==> src/rtl/uart_rxcore.sv <==
// uart_rxcore: oversampled UART receiver (7/8 data bits, optional parity, 1/2 stop bits).
// Ports: CLK, RST (async high), iSEVEN_BIT, iPARITY_EN, iODD_PARITY, iSTOP_BIT, iUART_RX
//        -> oRETRY, oPARITY_ERROR, oDE, oDATA[7:0].
// Build option: define UART_RX_MAJORITY_EN for 2-of-3 majority bit sampling.
module uart_rxcore #(
  parameter int OVER_SAMPLING = 8
) (
  input  logic       CLK,
  input  logic       RST,
  input  logic       iSEVEN_BIT,
  input  logic       iPARITY_EN,
  input  logic       iODD_PARITY,
  input  logic       iSTOP_BIT,
  input  logic       iUART_RX,
  output logic       oRETRY,
  output logic       oPARITY_ERROR,
  output logic       oDE,
  output logic [7:0] oDATA
);

  localparam int CW = $clog2(OVER_SAMPLING + 1);
  localparam logic [CW-1:0] HALF = CW'(OVER_SAMPLING / 2 - 1);
  localparam logic [CW-1:0] FULL = CW'(OVER_SAMPLING);

  typedef enum logic [2:0] {
    IDLE, START, DATA, PARITY, STOP
  } state_t;

  state_t        state;
  logic [CW-1:0] cnt;
  logic [2:0]    bcnt;
  logic [7:0]    sh;
  logic          par;
  logic          stop2nd;
  logic          armed;
  logic          seven, pen, odd, two;
  logic          s1, rxs;
  logic          bitv;
  logic          tick;

  always_ff @(posedge CLK or posedge RST) begin
    if (RST) begin
      s1  <= 1'b1;
      rxs <= 1'b1;
    end else begin
      s1  <= iUART_RX;
      rxs <= s1;
    end
  end

`ifdef UART_RX_MAJORITY_EN
  // s1 is next cycle's rxs, so the vote window is centred on the
  // sample cycle without moving the decision point.
  logic rxp;

  always_ff @(posedge CLK or posedge RST) begin
    if (RST) rxp <= 1'b1;
    else     rxp <= rxs;
  end

  assign bitv = (rxp & rxs) | (rxp & s1) | (rxs & s1);
`else
  assign bitv = rxs;
`endif

  // cnt equals cycles elapsed since the last sample (or start detect)
  always_comb begin
    tick = 1'b0;
    if (state == START) tick = (cnt == HALF);
    else                tick = (cnt == FULL);
  end

  always_ff @(posedge CLK or posedge RST) begin
    if (RST) begin
      state         <= IDLE;
      cnt           <= '0;
      bcnt          <= '0;
      sh            <= '0;
      par           <= 1'b0;
      stop2nd       <= 1'b0;
      armed         <= 1'b1;
      seven         <= 1'b0;
      pen           <= 1'b0;
      odd           <= 1'b0;
      two           <= 1'b0;
      oRETRY        <= 1'b0;
      oPARITY_ERROR <= 1'b0;
      oDE           <= 1'b0;
      oDATA         <= 8'h00;
    end else begin
      oRETRY        <= 1'b0;
      oPARITY_ERROR <= 1'b0;
      oDE           <= 1'b0;
      if (state != IDLE) begin
        if (tick) cnt <= CW'(1);
        else      cnt <= cnt + 1'b1;
      end
      unique case (state)
        IDLE: begin
          if (!armed) begin
            armed <= rxs;
          end else if (!rxs) begin
            state   <= START;
            cnt     <= CW'(1);
            bcnt    <= '0;
            par     <= 1'b0;
            stop2nd <= 1'b0;
            seven   <= iSEVEN_BIT;
            pen     <= iPARITY_EN;
            odd     <= iODD_PARITY;
            two     <= iSTOP_BIT;
          end
        end
        START: begin
          if (tick) begin
            if (bitv) begin
              oRETRY <= 1'b1;
              state  <= IDLE;
            end else begin
              state <= DATA;
            end
          end
        end
        DATA: begin
          if (tick) begin
            sh   <= {bitv, sh[7:1]};
            par  <= par ^ bitv;
            bcnt <= bcnt + 1'b1;
            if (bcnt == (seven ? 3'd6 : 3'd7))
              state <= pen ? PARITY : STOP;
          end
        end
        PARITY: begin
          if (tick) begin
            par   <= par ^ bitv;
            state <= STOP;
          end
        end
        STOP: begin
          if (tick) begin
            if (!bitv) begin
              oRETRY <= 1'b1;
              armed  <= 1'b0;
              state  <= IDLE;
            end else if (two && !stop2nd) begin
              stop2nd <= 1'b1;
            end else begin
              // 7-bit frames leave data in sh[7:1]
              oDATA         <= seven ? {1'b0, sh[7:1]} : sh;
              oDE           <= 1'b1;
              oPARITY_ERROR <= pen & (par ^ odd);
              state         <= IDLE;
            end
          end
        end
        default: state <= IDLE;
      endcase
    end
  end

endmodule

==> config.mk <==
export PLATFORM = sky130hd
export DESIGN_NAME = uart_rxcore
export DESIGN_NICKNAME = d
export VERILOG_FILES = /design/src/rtl/uart_rxcore.sv
export SDC_FILE = /design/constraint.sdc
export NUM_CORES = 1
export LEC_CHECK = 0
export BUFFER_PORTS_ARGS = -buffer_cell sky130_fd_sc_hd__buf_2
export CORE_ASPECT_RATIO = 1.75
export CORE_MARGIN = 4
export CORE_UTILIZATION = 55
export CTS_BUF_LIST = sky130_fd_sc_hd__clkbuf_16
export DETAILED_ROUTE_END_ITERATION = 8
export PLACE_DENSITY = 0.75
export RECOVER_POWER = 25
export SETUP_SLACK_MARGIN = 0.3
export SLEW_MARGIN = 40
export SYNTH_ARGS = -nofsm -noshare
export SYNTH_HDL_FRONTEND = slang
export SYNTH_SLANG_ARGS = --single-unit
==> constraint.sdc <==
create_clock -name CLK -period 3.8 [get_ports CLK]
set_input_delay 0.76 -clock CLK [delete_from_list [all_inputs] [get_ports CLK]]
set_output_delay 0.76 -clock CLK [all_outputs]
set_load 0.02 [all_outputs]
==> results of run 1 <==
layer usage:
layer / GRT usage / share of wire
met5: 0 / 0
met4: 0.107 / 0.033
met3: 0.0615 / 0.041
met2: 0.326 / 0.56
met1: 0.212 / 0.36
layout make-up:
cell class	count	area, um2
sequential	38	955
fill	246	1090
inverter	6	22.5
clock inverter	3	16.3
clock buffer	5	125
tap	43	53.8
multi-input combinational	99	857
timing repair buffer	18	88.8
stage by stage:
step                      std cells  setup WS (ns)
after CTS                       212           1.51
after global placement          204           1.61
final                           212           1.53
after detailed placement        204           1.51
after global routing            212           1.15
after floorplan                 149           1.84
synthesized netlist by cell type, types with 3 or more instances:
library cell  number  area share
clkbuf_1           3      0.0061
nor3_1             3      0.0081
o21ai_0            8       0.022
ha_1               3       0.020
nand2_1            3      0.0061
mux2_2            28        0.17
dfrtp_1           35        0.47
dfstp_2            3       0.042
nor3b_1            3       0.012
buf_2              3      0.0081
inv_1              6       0.012
nor2b_1            9       0.030
flip-flops by register name, indices dropped and copies added (netlist names):
register and cells:
armed 1, bcnt 3, bitv 1, cnt 4, oDATA 8, oDE 1
oPARITY_ERROR 1, oRETRY 1, odd 1, par 1, pen 1, s1 1
seven 1, sh 8, state 3, stop2nd 1, two 1
cell families (layout without fill, tap and decap cells):
logic type | count (synthesis) | in the layout
xor gates and xnor gates | 4 | 4
muxes | 29 | 29
adders and majority gates | 3 | 3
DFF | 38 | 38
buffers and inverters | 12 | 32
and+or+nand+nor | 35 | 35
AOI/OAI and AO/OA | 28 | 28
power groups by stage:
stage,combinational [W],sequential [W],clock (W)
3_3_place_gp,0.000403,0.000605,0
4_1_cts,0.000423,0.000604,0.000401
3_5_place_dp,0.000420,0.000611,0
5_1_grt,0.000472,0.000627,0.000421
2_1_floorplan,0.000393,0.000539,0
6_report,0.000424,0.000606,0.000394
cell usage in the layout, fill, tap and decap left out, types with 3 or more instances in the layout:
| cell | instances |
|---|---|
| o21ai_0 | 8 |
| dfrtp_1 | 35 |
| nor3_1 | 3 |
| nand2_1 | 3 |
| inv_1 | 6 |
| buf_2 | 17 |
| clkbuf_16 | 5 |
| ha_1 | 3 |
| nor2b_1 | 9 |
| mux2_2 | 28 |
| dfstp_2 | 3 |
| nor3b_1 | 3 |
worst reg2reg max path: stages (launching register included):
cell	delay [ns]
dfrtp_1	0.55
nor4b_2	0.38
o2bb2ai_2	0.19
nor4_4	0.63
mux2_2	0.41
how the worst max path moves through the flow:
stage                           to  slack (ns)  cells past startpoint     start
after floorplan           oDATA[0]        1.84                      4    cnt[2]
after global placement    oDATA[4]        1.61                      4  state[1]
after detailed placement  oDATA[1]        1.51                      4  state[1]
after CTS                 oDATA[1]        1.51                      4  state[1]
after global routing        cnt[0]        1.15                      3       RST
final                     oDATA[5]        1.53                      4  state[1]
==> key figures, run 1 <==
Synth
  – YS warnings: 0
  – Synth Area in Simple Gates: 0.136
  – Xor-xnor portion of the synthesized cell area: 0.0188
  – #FFs+latches synth: 38
  – Synth Area in Compound Gates: 0.111
  – Distinct cells, synth: 46
  – Mapped Nets: 159
  – Fraction of synthesized area in multiplexers: 0.175
  – Number of flops mapped to enable cells by yosys: 0
  – Syn Area/Cell: 12.5 um2
  – Main combinational cell family by area after synthesis: multiplexers
  – Top_reg_cell synth: dfrtp_1
  – Adder-Cell Fraction of Synth Area: 0.0202
  – Mapped Area: 1860 um2
  – Post-synthesis sequential area ratio: 0.513
  – Cell count after synthesis: 149
  – FFs w/ async S/R, synth: 1.00

Placement
  – Placed Area: 1980 um2
  – GPL Wtd Cong: 0.910
  – Detail Placement HPWL: 2.59 mm
  – # port buffers: 17

CTS
  – Hold Buf Count CTS: 0
  – CTS root buf: clkbuf_16
  – CTS Buf Count: 5
  – CTS Buffer Depth: 2
  – Setup Buffers After CTS: 0
  – CTS H-tree lvls: 2
  – Worst-path clk slew: 0.06 ns
  – CTS tree: built
  – Sink Count: 38
  – Post-CTS sizing: 0
  – Clk Latency, worst-skew pair: 0.28 ns

Timing
  – Unrepaired setup endpoints after global routing: false
  – Final Hold Fails: 0
  – Crit path time final: 2.27 ns
  – Skew final: 0.00626 ns
  – Max-Slew Margin vs Limit: -0.174
  – Fin Hold WS: 0.353 ns
  – Final period utilization: 0.599
  – Worst-Margin Slew: 1.76 ns
  – Fmax: 440 MHz
  – Final setup violating endpoints: 0
  – TNS Setup: 0 ns
  – Number of max-slew violations in the final report: 35

Cells and area
  – Antenna fix cells: 0
  – Post-layout util: 0.660
  – Ratio of cells with drive above 1 in the final layout: 0.367
  – Final Cell Area: 2120 um2
  – NumNets Final: 178
  – Area growth syn-to-layout: 13.9%

Setup path
  – Crit Path Max Fanout: 17
  – Reg2reg start: state[1]
  – Setup CP Type: flop to flop
  – Reg-to-Reg End: oDATA[5]
  – Worst stage delay on the critical path: 0.63 ns
  – Family with the most delay on the worst path: simple AND/OR/NAND/NOR gates
  – CP max-delay cell: nor4_4
  – CP Launch Type: flop
  – Cell Chain, Critical Path: nor4b_2 > o2bb2ai_2 > nor4_4 > mux2_2
  – Flop-to-flop setup slack: 1.53 ns
  – CP bufs+invs: 0
  – WP data arrival: 2.44 ns
  – CP Data Required Time: 3.97 ns
  – R2R cell count: 4
  – Crit path capture type: flop

Hold path
  – HP Class: primary input to asynchronous set/reset pin

Power
  – Sw frac: 0.348
  – Pint: 0.000929 W
  – Combinational Power Share: 0.298
  – Leakage: 1.00 nW
  – Pwr/cell area: 672 nW/um2
  – VDD IR max: 430 uV
  – Clock network power share: 0.277
  – Net switching power: 0.000495 W
  – Tot Pwr: 0.00142 W
  – Seq pwr share: 0.425

Routing
  – # DRC: 0
  – Remaining antenna violation count: 0
  – Vias per cell: 5.96
  – Detailed Routing Iterations Pass 1: 4
  – Routed WL per cell: 16.7 um
  – DRT iter0 DRCs: 22
  – Vias: 1,263
  – Drt total wl: 3.55 mm

Global route
  – Pin count of the biggest net entering global routing: 35
  – Overflow after GRT: 0
  – First-pass GRT wire length: 6.47 mm
  – GR Util All Layers: 0.196
  – Vias in the first global route: 1,372
  – Initial antenna violation count: 0

Outcome
  – Status: finished with violations
  – Failing checks: max-capacitance violations, max-slew violations

Die
  – Std-Cell Rows: 27
  – Die area: 4410 um2
  – Die Span Y: 84.9 um
  – Boundary Pins: 18
  – Die X: 52.0 um
  – Core area: 3210 um2
  – Starting Density: 0.580

Flow run
  – Max-capacitance violation count: 1
(Power assumes the default switching activity.)
==> run 2: changes to the inputs <==
--- a/config.mk
+++ b/config.mk
@@ -8,10 +8,10 @@
 export BUFFER_PORTS_ARGS = -buffer_cell sky130_fd_sc_hd__buf_2
 export CORE_ASPECT_RATIO = 1.75
 export CORE_MARGIN = 4
-export CORE_UTILIZATION = 55
+export CORE_UTILIZATION = 52
 export CTS_BUF_LIST = sky130_fd_sc_hd__clkbuf_16
 export DETAILED_ROUTE_END_ITERATION = 8
-export PLACE_DENSITY = 0.75
+export PLACE_DENSITY = 0.74
 export RECOVER_POWER = 25
 export SETUP_SLACK_MARGIN = 0.3
 export SLEW_MARGIN = 40
==> constraint.sdc (replaced) <==
create_clock -name CLK -period 2.05 [get_ports CLK]
set_input_delay 0.41 -clock CLK [delete_from_list [all_inputs] [get_ports CLK]]
set_output_delay 0.41 -clock CLK [all_outputs]
set_load 0.02 [all_outputs]
==> key figures, run 2 (same netlist as run 1, synthesis figures left out) <==
Routing
  – Detailed Routing Iterations Pass 1: 4
  – Vias: 1,353
  – # DRC: 0
  – Remaining antenna violation count: 0
  – Drt total wl: 3.95 mm
  – DRT iter0 DRCs: 25
  – Vias per cell: 5.71
  – Routed WL per cell: 16.7 um

Timing
  – Max-Slew Margin vs Limit: 0.386
  – Final period utilization: 0.888
  – Final worst setup slack: 0.229 ns
  – Crit path time final: 1.82 ns
  – Fmax: 549 MHz
  – Number of max-slew violations in the final report: 0
  – Final Hold Fails: 0
  – TNS Setup: 0 ns
  – Unrepaired setup endpoints after global routing: true
  – Skew final: 0.00290 ns
  – Final setup violating endpoints: 0
  – Worst-Margin Slew: 0.921 ns

Global route
  – Pin count of the biggest net entering global routing: 39
  – Overflow after GRT: 0
  – GR Util All Layers: 0.201
  – Initial antenna violation count: 0
  – Vias in the first global route: 1,475
  – First-pass GRT wire length: 6.80 mm

Die
  – Std-Cell Rows: 28
  – Die X: 53.2 um
  – Boundary Pins: 18
  – Die Span Y: 87.1 um
  – Starting Density: 0.547
  – Core area: 3400 um2
  – Die area: 4640 um2

Setup path
  – Cell Chain, Critical Path: or3b_4 > nor4_4 > buf_12 > mux2_2
  – Worst stage delay on the critical path: 0.45 ns
  – Reg-to-Reg End: oDATA[0]
  – Crit Path Max Fanout: 10
  – CP Data Required Time: 2.21 ns
  – Reg2reg start: state[1]
  – CP Launch Type: flop
  – WP data arrival: 1.98 ns
  – Crit path capture type: flop
  – R2R cell count: 4
  – Flop-to-flop setup slack: 0.23 ns
  – CP max-delay cell: dfrtp_2
  – Setup CP Type: flop to flop

Cells and area
  – Ratio of cells with drive above 1 in the final layout: 0.510
  – Highest-count cells in the layout ignoring fill and taps: dfrtp_1, mux2_2, buf_4
  – Final cell count without fillers: 237
  – NumNets Final: 201
  – Area growth syn-to-layout: 28.7%
  – Fillers: 267
  – Antenna fix cells: 0
  – Final Cell Area: 2390 um2
  – Most common cell after layout, fill and taps aside: dfrtp_1
  – Top Registers: oDATA (8), sh (8), cnt (4)

Placement
  – # port buffers: 17
  – Setup WS pre-CTS: 0.0777 ns
  – Detail Placement HPWL: 2.71 mm
  – GPL Wtd Cong: 0.826
  – Placed Area: 2080 um2
  – Placed Cells incl. Taps: 216

CTS
  – CTS tree: built
  – Hold Buf Count CTS: 0
  – Clk Latency, worst-skew pair: 0.27 ns
  – Sink Count: 38
  – CTS root buf: clkbuf_16
  – CTS H-tree lvls: 2
  – CTS Buf Count: 5
  – CTS Buffer Depth: 2
  – Worst-path clk slew: 0.05 ns

Power
  – VDD IR max: 778 uV
  – Net switching power: 0.00103 W
  – Pint: 0.00201 W
  – Sw frac: 0.340
  – Seq pwr share: 0.336
  – Leakage: 1.15 nW
  – Combinational Power Share: 0.430
  – Pwr/cell area: 1270 nW/um2
  – Clock network power share: 0.234

Outcome
  – Status: finished, final reports clean

Flow run
  – Max-capacitance violation count: 0

Hold path
  – HP Start: iUART_RX
  – Hold path depth: 1
  – HP Class: primary input to flop
  – Hold Path Sink: s1
[run 2: power by group through the flow]
stage                     clock, W  sequential [W]  combinational [W]
after global routing      0.000763         0.00104            0.00143
final                     0.000712         0.00102            0.00131
after global placement           0         0.00103           0.000964
after detailed placement         0         0.00104            0.00100
after CTS                 0.000730         0.00101            0.00120
after floorplan                  0         0.00100           0.000738
[run 2: final cells by class]
cell class | instances | area, um2 | share of cell area
clock buffer | 5 | 125 | 0.0522
timing repair buffer | 40 | 275 | 0.115
tap | 45 | 56.3 | 0.0235
multi-input combinational | 100 | 943 | 0.394
inverter | 6 | 22.5 | 0.00940
clock inverter | 3 | 12.5 | 0.00522
sequential | 38 | 960 | 0.401
[run 2: through the flow]
stage	hold WS [ns]	total power, W	utilization
2_1_floorplan	0.345	0.00174	-
6_report	0.233	0.00305	0.705
5_1_grt	0.225	0.00324	0.705
4_1_cts	0.227	0.00294	0.686
3_5_place_dp	0.347	0.00204	0.611
3_3_place_gp	0.346	0.00199	0.611
[run 2: how the worst max path moves through the flow]
stage          startpoint       end  slack [ns]  cells past startpoint
2_1_floorplan    state[2]  oDATA[0]        0.17                      4
3_3_place_gp       cnt[0]     sh[5]        0.12                      3
3_5_place_dp       cnt[0]     sh[2]        0.08                      3
4_1_cts            cnt[0]     sh[7]        0.22                      3
5_1_grt            cnt[0]   bcnt[2]        0.16                      6
6_report         state[1]  oDATA[0]        0.23                      4
[run 2: per-layer routing]
layer,up-vias,track usage,wire length (um),part of all wire
met5,-,0,0,0
met1,689,0.209,1380,0.35
met3,6,0.0446,90,0.023
met2,21,0.370,2420,0.61
met4,0,0.0814,64,0.016
li1,637,-,-,-
[run 2: timing repair]
item / CTS / global route
gates cloned: 1 / 0
setup buffers: 10 / 2
gates resized for setup: 10 / 10
setup endpoints to repair: 22 / 23
pin swaps: 3 / 5
[run 2: critical path, delay by kind of cell, from the launching register on]
kind                   cells  cell delay (ns)
buffers and inverters      1             0.17
multiplexers               1             0.33
AND/OR/NAND/NOR            2             0.75
flip-flops                 1             0.45
